==> src/rtl/viterbi_frame_ctrl_if.sv <==
// Frame controller bus: upstream symbol handshake, Viterbi core side-band, downstream bits and status.
// Latency: none, wires only.
// Backpressure: sym_ready_o qualifies sym_valid_i; downstream bits have no ready (core output is not stallable).
//
// Signals (named from the controller's point of view):
//   start_i, abort_i, cfg_len_i     frame control from the host
//   sym_i, sym_valid_i, sym_ready_o coded symbol stream from upstream
//   core_sym_o, core_valid_o,
//   core_clr_o                      symbol/advance/clear towards the Viterbi core
//   core_bit_i, core_bit_valid_i    decoded bits from the traceback unit
//   bit_o, bit_valid_o              decoded bits towards downstream
//   busy_o, done_o, err_o           status
interface viterbi_frame_ctrl_if #(
   parameter int LEN_W = 16
);
   logic             start_i;
   logic             abort_i;
   logic [LEN_W-1:0] cfg_len_i;
   logic [1:0]       sym_i;
   logic             sym_valid_i;
   logic             sym_ready_o;
   logic [1:0]       core_sym_o;
   logic             core_valid_o;
   logic             core_clr_o;
   logic             core_bit_i;
   logic             core_bit_valid_i;
   logic             bit_o;
   logic             bit_valid_o;
   logic             busy_o;
   logic             done_o;
   logic             err_o;

   // Controller side.
   modport slave (
      input  start_i, abort_i, cfg_len_i, sym_i, sym_valid_i, core_bit_i, core_bit_valid_i,
      output sym_ready_o, core_sym_o, core_valid_o, core_clr_o, bit_o, bit_valid_o,
             busy_o, done_o, err_o
   );

   // Host / upstream / core / downstream side.
   modport master (
      output start_i, abort_i, cfg_len_i, sym_i, sym_valid_i, core_bit_i, core_bit_valid_i,
      input  sym_ready_o, core_sym_o, core_valid_o, core_clr_o, bit_o, bit_valid_o,
             busy_o, done_o, err_o
   );
endinterface

==> src/rtl/viterbi_frame_ctrl.sv <==
// Frame sequencer for the Viterbi core: clear, pace LEN symbols, inject FLUSH_LEN zero tails, forward LEN bits.
// Latency: accepted symbol -> core_valid_o 1 cycle; core_bit_valid_i -> bit_valid_o 1 cycle.
// Backpressure: sym_ready_o high only in DATA (and not while aborting); missing symbols pause the core.
//
// Ports: clk, rst (async, active-high); bus = viterbi_frame_ctrl_if.slave (see interface for signal list).
module viterbi_frame_ctrl #(
   parameter int LEN_W     = 16,
   parameter int FLUSH_LEN = 15,
   parameter int DRAIN_TMO = 64
) (
   input  logic                  clk,
   input  logic                  rst,
   viterbi_frame_ctrl_if.slave   bus
);

   typedef enum logic [2:0] {
      S_IDLE,
      S_CLEAR,
      S_DATA,
      S_FLUSH,
      S_DRAIN,
      S_DONE
   } state_t;

   state_t           state_q, state_d;
   logic [LEN_W-1:0] len_q;
   logic [LEN_W-1:0] in_cnt_q, out_cnt_q, flush_cnt_q, drain_cnt_q;
   logic [1:0]       core_sym_q;
   logic             core_valid_q;
   logic             bit_q, bit_valid_q;
   logic             err_q, clr_q;

   // Per-cycle control decisions from the FSM.
   logic sym_rdy;
   logic issue_data, issue_flush;
   logic fwd_en, fwd_bit;
   logic latch_len, clr_cnt, drain_inc;
   logic err_d, clr_d;

   always_ff @(posedge clk or posedge rst) begin
      if (rst) begin
         state_q <= S_IDLE;
      end else begin
         state_q <= state_d;
      end
   end

   always_comb begin
      state_d     = state_q;
      sym_rdy     = 1'b0;
      issue_data  = 1'b0;
      issue_flush = 1'b0;
      fwd_bit     = 1'b0;
      latch_len   = 1'b0;
      clr_cnt     = 1'b0;
      drain_inc   = 1'b0;
      err_d       = 1'b0;
      clr_d       = 1'b0;
      // Bits past LEN are swallowed so downstream sees exactly LEN bits.
      fwd_en      = bus.core_bit_valid_i && (out_cnt_q < len_q);

      case (state_q)
         S_IDLE: begin
            if (bus.start_i) begin
               if (bus.cfg_len_i != '0) begin
                  latch_len = 1'b1;
                  state_d   = S_CLEAR;
               end else begin
                  err_d = 1'b1;
               end
            end
         end
         S_CLEAR: begin
            clr_cnt = 1'b1;
            state_d = S_DATA;
         end
         S_DATA: begin
            sym_rdy = 1'b1;
            fwd_bit = fwd_en;
            if (bus.sym_valid_i) begin
               issue_data = 1'b1;
               if (in_cnt_q == len_q - LEN_W'(1)) begin
                  state_d = S_FLUSH;
               end
            end
         end
         S_FLUSH: begin
            fwd_bit     = fwd_en;
            issue_flush = 1'b1;
            if (flush_cnt_q == LEN_W'(FLUSH_LEN - 1)) begin
               state_d = S_DRAIN;
            end
         end
         S_DRAIN: begin
            fwd_bit   = fwd_en;
            drain_inc = 1'b1;
            if (out_cnt_q == len_q) begin
               state_d = S_DONE;
            end else if (drain_cnt_q == LEN_W'(DRAIN_TMO - 1)) begin
               // Core stopped delivering bits; give up on the frame but still report completion.
               err_d   = 1'b1;
               state_d = S_DONE;
            end
         end
         S_DONE: begin
            state_d = S_IDLE;
         end
         default: begin
            state_d = S_IDLE;
         end
      endcase

      // Abort beats everything: no symbol is taken, nothing is issued or forwarded,
      // and the core is cleared so the next frame starts from clean metrics.
      if (bus.abort_i && (state_q != S_IDLE)) begin
         state_d     = S_IDLE;
         sym_rdy     = 1'b0;
         issue_data  = 1'b0;
         issue_flush = 1'b0;
         fwd_bit     = 1'b0;
         drain_inc   = 1'b0;
         latch_len   = 1'b0;
         err_d       = 1'b1;
         clr_d       = 1'b1;
      end
   end

   always_ff @(posedge clk or posedge rst) begin
      if (rst) begin
         len_q        <= '0;
         in_cnt_q     <= '0;
         out_cnt_q    <= '0;
         flush_cnt_q  <= '0;
         drain_cnt_q  <= '0;
         core_sym_q   <= 2'b00;
         core_valid_q <= 1'b0;
         bit_q        <= 1'b0;
         bit_valid_q  <= 1'b0;
         err_q        <= 1'b0;
         clr_q        <= 1'b0;
      end else begin
         if (latch_len) begin
            len_q <= bus.cfg_len_i;
         end
         if (clr_cnt) begin
            in_cnt_q    <= '0;
            out_cnt_q   <= '0;
            flush_cnt_q <= '0;
            drain_cnt_q <= '0;
         end else begin
            if (issue_data)  in_cnt_q    <= in_cnt_q + LEN_W'(1);
            if (issue_flush) flush_cnt_q <= flush_cnt_q + LEN_W'(1);
            if (drain_inc)   drain_cnt_q <= drain_cnt_q + LEN_W'(1);
            if (fwd_bit)     out_cnt_q   <= out_cnt_q + LEN_W'(1);
         end

         // Symbol register holds its value on idle cycles; the core only looks at it with core_valid_o.
         core_valid_q <= issue_data | issue_flush;
         if (issue_data) begin
            core_sym_q <= bus.sym_i;
         end else if (issue_flush) begin
            core_sym_q <= 2'b00;
         end

         bit_valid_q <= fwd_bit;
         if (fwd_bit) begin
            bit_q <= bus.core_bit_i;
         end

         err_q <= err_d;
         clr_q <= clr_d;
      end
   end

   assign bus.sym_ready_o  = sym_rdy;
   assign bus.core_sym_o   = core_sym_q;
   assign bus.core_valid_o = core_valid_q;
   // Clear comes from the CLEAR state itself or from the cycle after an abort.
   assign bus.core_clr_o   = (state_q == S_CLEAR) | clr_q;
   assign bus.bit_o        = bit_q;
   assign bus.bit_valid_o  = bit_valid_q;
   assign bus.busy_o       = (state_q != S_IDLE);
   assign bus.done_o       = (state_q == S_DONE);
   assign bus.err_o        = err_q;

endmodule

==> src/flat_wrapper.sv <==
// flat-port wrapper written by rule: the top's interface ports become plain ports
module viterbi_frame_ctrl_flat 
#(
   parameter int LEN_W     = 16,
   parameter int FLUSH_LEN = 15,
   parameter int DRAIN_TMO = 64
)
  (clk, rst, bus_start_i, bus_abort_i, bus_cfg_len_i, bus_sym_i, bus_sym_valid_i, bus_core_bit_i, bus_core_bit_valid_i, bus_sym_ready_o, bus_core_sym_o, bus_core_valid_o, bus_core_clr_o, bus_bit_o, bus_bit_valid_o, bus_busy_o, bus_done_o, bus_err_o);
  viterbi_frame_ctrl_if #(.LEN_W(LEN_W)) bus_i ();
  input  logic clk;
  input  logic rst;
  input wire logic [$bits(bus_i.start_i)-1:0] bus_start_i;
  input wire logic [$bits(bus_i.abort_i)-1:0] bus_abort_i;
  input wire logic [$bits(bus_i.cfg_len_i)-1:0] bus_cfg_len_i;
  input wire logic [$bits(bus_i.sym_i)-1:0] bus_sym_i;
  input wire logic [$bits(bus_i.sym_valid_i)-1:0] bus_sym_valid_i;
  input wire logic [$bits(bus_i.core_bit_i)-1:0] bus_core_bit_i;
  input wire logic [$bits(bus_i.core_bit_valid_i)-1:0] bus_core_bit_valid_i;
  output wire logic [$bits(bus_i.sym_ready_o)-1:0] bus_sym_ready_o;
  output wire logic [$bits(bus_i.core_sym_o)-1:0] bus_core_sym_o;
  output wire logic [$bits(bus_i.core_valid_o)-1:0] bus_core_valid_o;
  output wire logic [$bits(bus_i.core_clr_o)-1:0] bus_core_clr_o;
  output wire logic [$bits(bus_i.bit_o)-1:0] bus_bit_o;
  output wire logic [$bits(bus_i.bit_valid_o)-1:0] bus_bit_valid_o;
  output wire logic [$bits(bus_i.busy_o)-1:0] bus_busy_o;
  output wire logic [$bits(bus_i.done_o)-1:0] bus_done_o;
  output wire logic [$bits(bus_i.err_o)-1:0] bus_err_o;
  assign bus_i.start_i = bus_start_i;
  assign bus_i.abort_i = bus_abort_i;
  assign bus_i.cfg_len_i = bus_cfg_len_i;
  assign bus_i.sym_i = bus_sym_i;
  assign bus_i.sym_valid_i = bus_sym_valid_i;
  assign bus_i.core_bit_i = bus_core_bit_i;
  assign bus_i.core_bit_valid_i = bus_core_bit_valid_i;
  assign bus_sym_ready_o = bus_i.sym_ready_o;
  assign bus_core_sym_o = bus_i.core_sym_o;
  assign bus_core_valid_o = bus_i.core_valid_o;
  assign bus_core_clr_o = bus_i.core_clr_o;
  assign bus_bit_o = bus_i.bit_o;
  assign bus_bit_valid_o = bus_i.bit_valid_o;
  assign bus_busy_o = bus_i.busy_o;
  assign bus_done_o = bus_i.done_o;
  assign bus_err_o = bus_i.err_o;
  viterbi_frame_ctrl #(.LEN_W(LEN_W), .FLUSH_LEN(FLUSH_LEN), .DRAIN_TMO(DRAIN_TMO)) u_core (.clk(clk), .rst(rst), .bus(bus_i));
endmodule
==> config.mk <==
export PLATFORM = sky130hd
export DESIGN_NAME = viterbi_frame_ctrl_flat
export DESIGN_NICKNAME = d
export VERILOG_FILES = /design/src/rtl/viterbi_frame_ctrl_if.sv /design/src/rtl/viterbi_frame_ctrl.sv /design/src/flat_wrapper.sv
export SDC_FILE = /design/constraint.sdc
export NUM_CORES = 1
export LEC_CHECK = 0
export ABC_AREA = 0
export CORE_ASPECT_RATIO = 1.25
export CORE_MARGIN = 10
export CORE_UTILIZATION = 25
export CTS_CLUSTER_SIZE = 30
export DETAILED_ROUTE_END_ITERATION = 8
export DONT_BUFFER_PORTS = 1
export MAX_ROUTING_LAYER = met4
export PLACE_DENSITY_LB_ADDON = 0.2
export SKIP_CTS_REPAIR_TIMING = 1
export SLEW_MARGIN = 20
export SYNTH_ARGS = -nofsm -noshare
export SYNTH_HDL_FRONTEND = slang
export SYNTH_SLANG_ARGS = --single-unit
==> constraint.sdc <==
create_clock -name clk -period 2.83 [get_ports clk]
set_clock_uncertainty 0.05 [all_clocks]
set_input_delay 0.566 -clock clk [delete_from_list [all_inputs] [get_ports clk]]
set_output_delay 0.566 -clock clk [all_outputs]
set_load 0.05 [all_outputs]
==> flow_metrics.tcl <==
set metrics [dict create \
    final_util_pct 29.0 \
    ys_ff_latch 90 \
    synth.largest_area_cell "dfrtp_1" \
    clkPwrFrac_pct 27.6 \
    yosys-top-cells-count "90 x dfrtp_1, 68 x nor2_1, 44 x nand2_1" \
    worst_pin_slew_ps 677 \
    die_area_um2 27000 \
    postRouteAntennaNets 0 \
    row_count 58 \
    yosysMostFrequentCell "dfrtp_1" \
    grt_max_degree 33 \
    crit_fanout 24 \
    startpoint "u_core.len_q[13]" \
    hp-class "input pin to asynchronous set/reset pin" \
    p_leak_nw 2.56 \
    diodes 0 \
    dpl_cell_area_um2 5580 \
    rsz0062_at_grt "false" \
    stdcell_area_um2 5880 \
    ys.flop_type "dfrtp_1" \
    crit_buf_inv 2 \
    grt-ovfl-total 0 \
    drcViolationCount 0 \
    pin_count 35 \
    clock_latency_ps 350 \
    status "finished clean" \
    slowest_stage "or4_1" \
    layout-drive-gt1-share_pct 10.4 \
    timing.rr.start "u_core.len_q[13]" \
    antenna_found_initial 0 \
    max_stage_delay_ps 510 \
    dp_hpwl_um 9670 \
    yosysUniqueCellTypes 47 \
    die_x_um 149 \
    routedWlPerCell_um 15.6 \
    power.density_nw_per_um2 767 \
    synth_top_area_share_pct 43.3 \
    worst_setup_path_start_kind "flip-flop" \
    coreArea_um2 20300 \
    end_kind "flip-flop" \
    dp_slack_ps 325 \
    via_per_inst 4.80 \
    path_class "flip-flop to flip-flop" \
    intPower_mw 2.77 \
    synth_area_um2 5200 \
    slew_headroom_pct 54.8 \
    gp_congestion 0.828 \
    start_util_pct 25.6 \
    grt_first_pass_wirelength_um 21300 \
    gr-usage-all-layers_pct 10.1 \
    crit_arrival_ps 2740 \
    dr.pass1.iters 5 \
    timing.fmax_mhz 395 \
    slew_violations 0 \
    setup_viol 0 \
    dr.first_iter.drc_count 233 \
    synth.avg_cell_area_um2 9.47 \
    cts_made_buffers 9 \
    grt_pass1_vias 3986 \
    ir_drop_mv 0.341 \
    clk_path_buf_depth 2 \
    syn_nets 596 \
    worst_ep_required_time_ps 3040 \
    cap_violations 0 \
    layout_min_cycle_time_ps 2530 \
    comb_power_share_pct 30.4 \
    hold_slack_ps 132 \
    syn_inst 549 \
    seq_area_frac_synth_pct 43.3 \
    drt_wl_total_um 12900 \
    hold_viol 0 \
    portBuffers 0 \
    finalNetCount 602 \
    swShare_pct 38.5 \
    worst_slack_ps 297 \
    cts_tree "yes" \
    switchingPower_mw 1.74 \
    dp_cells 814 \
    path_cells "inv_1 > ha_1 > a21o_1 > a21o_1 > a21oi_1 > o21a_1 > nand3_1 > buf_4 > or4_1 > a21oi_1" \
    pwr-share-seq_pct 42.1 \
    clock-root-buffer "clkbuf_16" \
    die_height_um 181 \
    yosys-top-cells-area "dfrtp_1 43%, xor2_1 6.4%, ha_1 5.3%" \
    setup_tns_ps 0 \
    path_clk_slew_ps 70 \
    min_period_over_period_pct 89.5 \
    synth-edff-count 0 \
    crit_family "compound AO/OA/AOI/OAI gates" \
    total_power_mw 4.51 \
    area_delta_synth_final_pct 13.2 \
    fin_cells 829 \
    routed-via-count 3977 \
    clock_sink_count 90 \
    htree_levels 3 \
    synthArstFlopShare_pct 100 \
    synth_warnings 0 \
]
-- sequential cells by signal, summed over array words and instances, names as in the netlist --
register	flops
u_core.in_cnt_q	16
u_core.bus.core_sym_o	2
u_core.bus.err_o	1
u_core.out_cnt_q	16
u_core.bus.bit_valid_o	1
u_core.bus.bit_o	1
u_core.len_q	16
u_core.state_q	3
u_core.flush_cnt_q	16
u_core.clr_q	1
u_core.drain_cnt_q	16
u_core.bus.core_valid_o	1
-- power by group through the flow --
stage	Sequential, mW	Clock [mW]	Combinational [mW]
global route	1.94	1.34	1.55
CTS	1.90	1.29	1.40
floorplan	1.81	0	1.11
global placement	1.91	0	1.36
detailed placement	1.92	0	1.39
finish	1.90	1.24	1.37
-- path summary, 6_finish.rpt --
kind	endpoint	slack, ps	cells past startpoint
worst max-delay path	u_core.out_cnt_q[13]	300	10
min in group clk	u_core.state_q[1]	260	1
worst min-delay path	u_core.drain_cnt_q[5]	130	1
worst max register to register	u_core.out_cnt_q[13]	300	10
worst min register to register	u_core.out_cnt_q[11]	490	1
max in group asynchronous	u_core.len_q[10]	1940	2
-- layer usage --
metal,wire (um),part of all wire (%),up-vias,GRT usage [%]
met2,5890,46,59,15.3
met4,204,1.6,0,3.78
met1,5980,46,1955,12.6
li1,-,-,1950,-
met3,845,6.5,13,2.73
met5,0,0,-,-
-- cell usage in the layout, fill, tap and decap left out, drive strengths merged, types with 3 or more instances in the layout --
cell    count
nor2b       3
nor2       69
a21o        6
clkbuf     11
and3       11
a21oi      20
xnor2      24
mux2i       7
nand2      44
nor3        9
inv        23
nor3b       3
nor4b       4
dfrtp      90
nand4      23
ha         22
nand3      33
or4        11
o21a        3
o211ai      3
or3         5
xor2       38
or2         3
nor4       12
clkinv      3
o31ai      12
o21ai      11
mux2       17
and4        5
buf        15
-- kinds of logic (layout without fill, tap and decap cells) --
family / count (synthesis) / in the layout / synth area share, %
AO/OA/AOI/OAI: 62 / 62 / 7.56
buffers and inverters: 45 / 55 / 3.92
multiplexers: 24 / 24 / 5.03
adder cells (fa/ha/maj): 22 / 22 / 5.30
AND/OR/NAND/NOR: 244 / 244 / 24.4
flip-flops: 90 / 90 / 43.3
XOR/XNOR: 62 / 62 / 10.4
-- worst register-to-register path, delay by kind of cell, from the launching register on --
family,cells,cell delay [ps]
AO/OA/AOI/OAI,5,800
adder cells (fa/ha/maj),1,290
buffers and inverters,2,290
flip-flops,1,420
AND/OR/NAND/NOR,2,580
-- layout make-up --
class                   instances  area (um2)
clock buffers                  11         253
clock inverters                 4        51.3
fillers                      2196       14400
inverters                      25        97.6
multi-input cells             414        2760
flip-flops and latches         90        2250
well taps                     270         338
repair buffers                 15         138
Power figures use the tool's default switching activity.
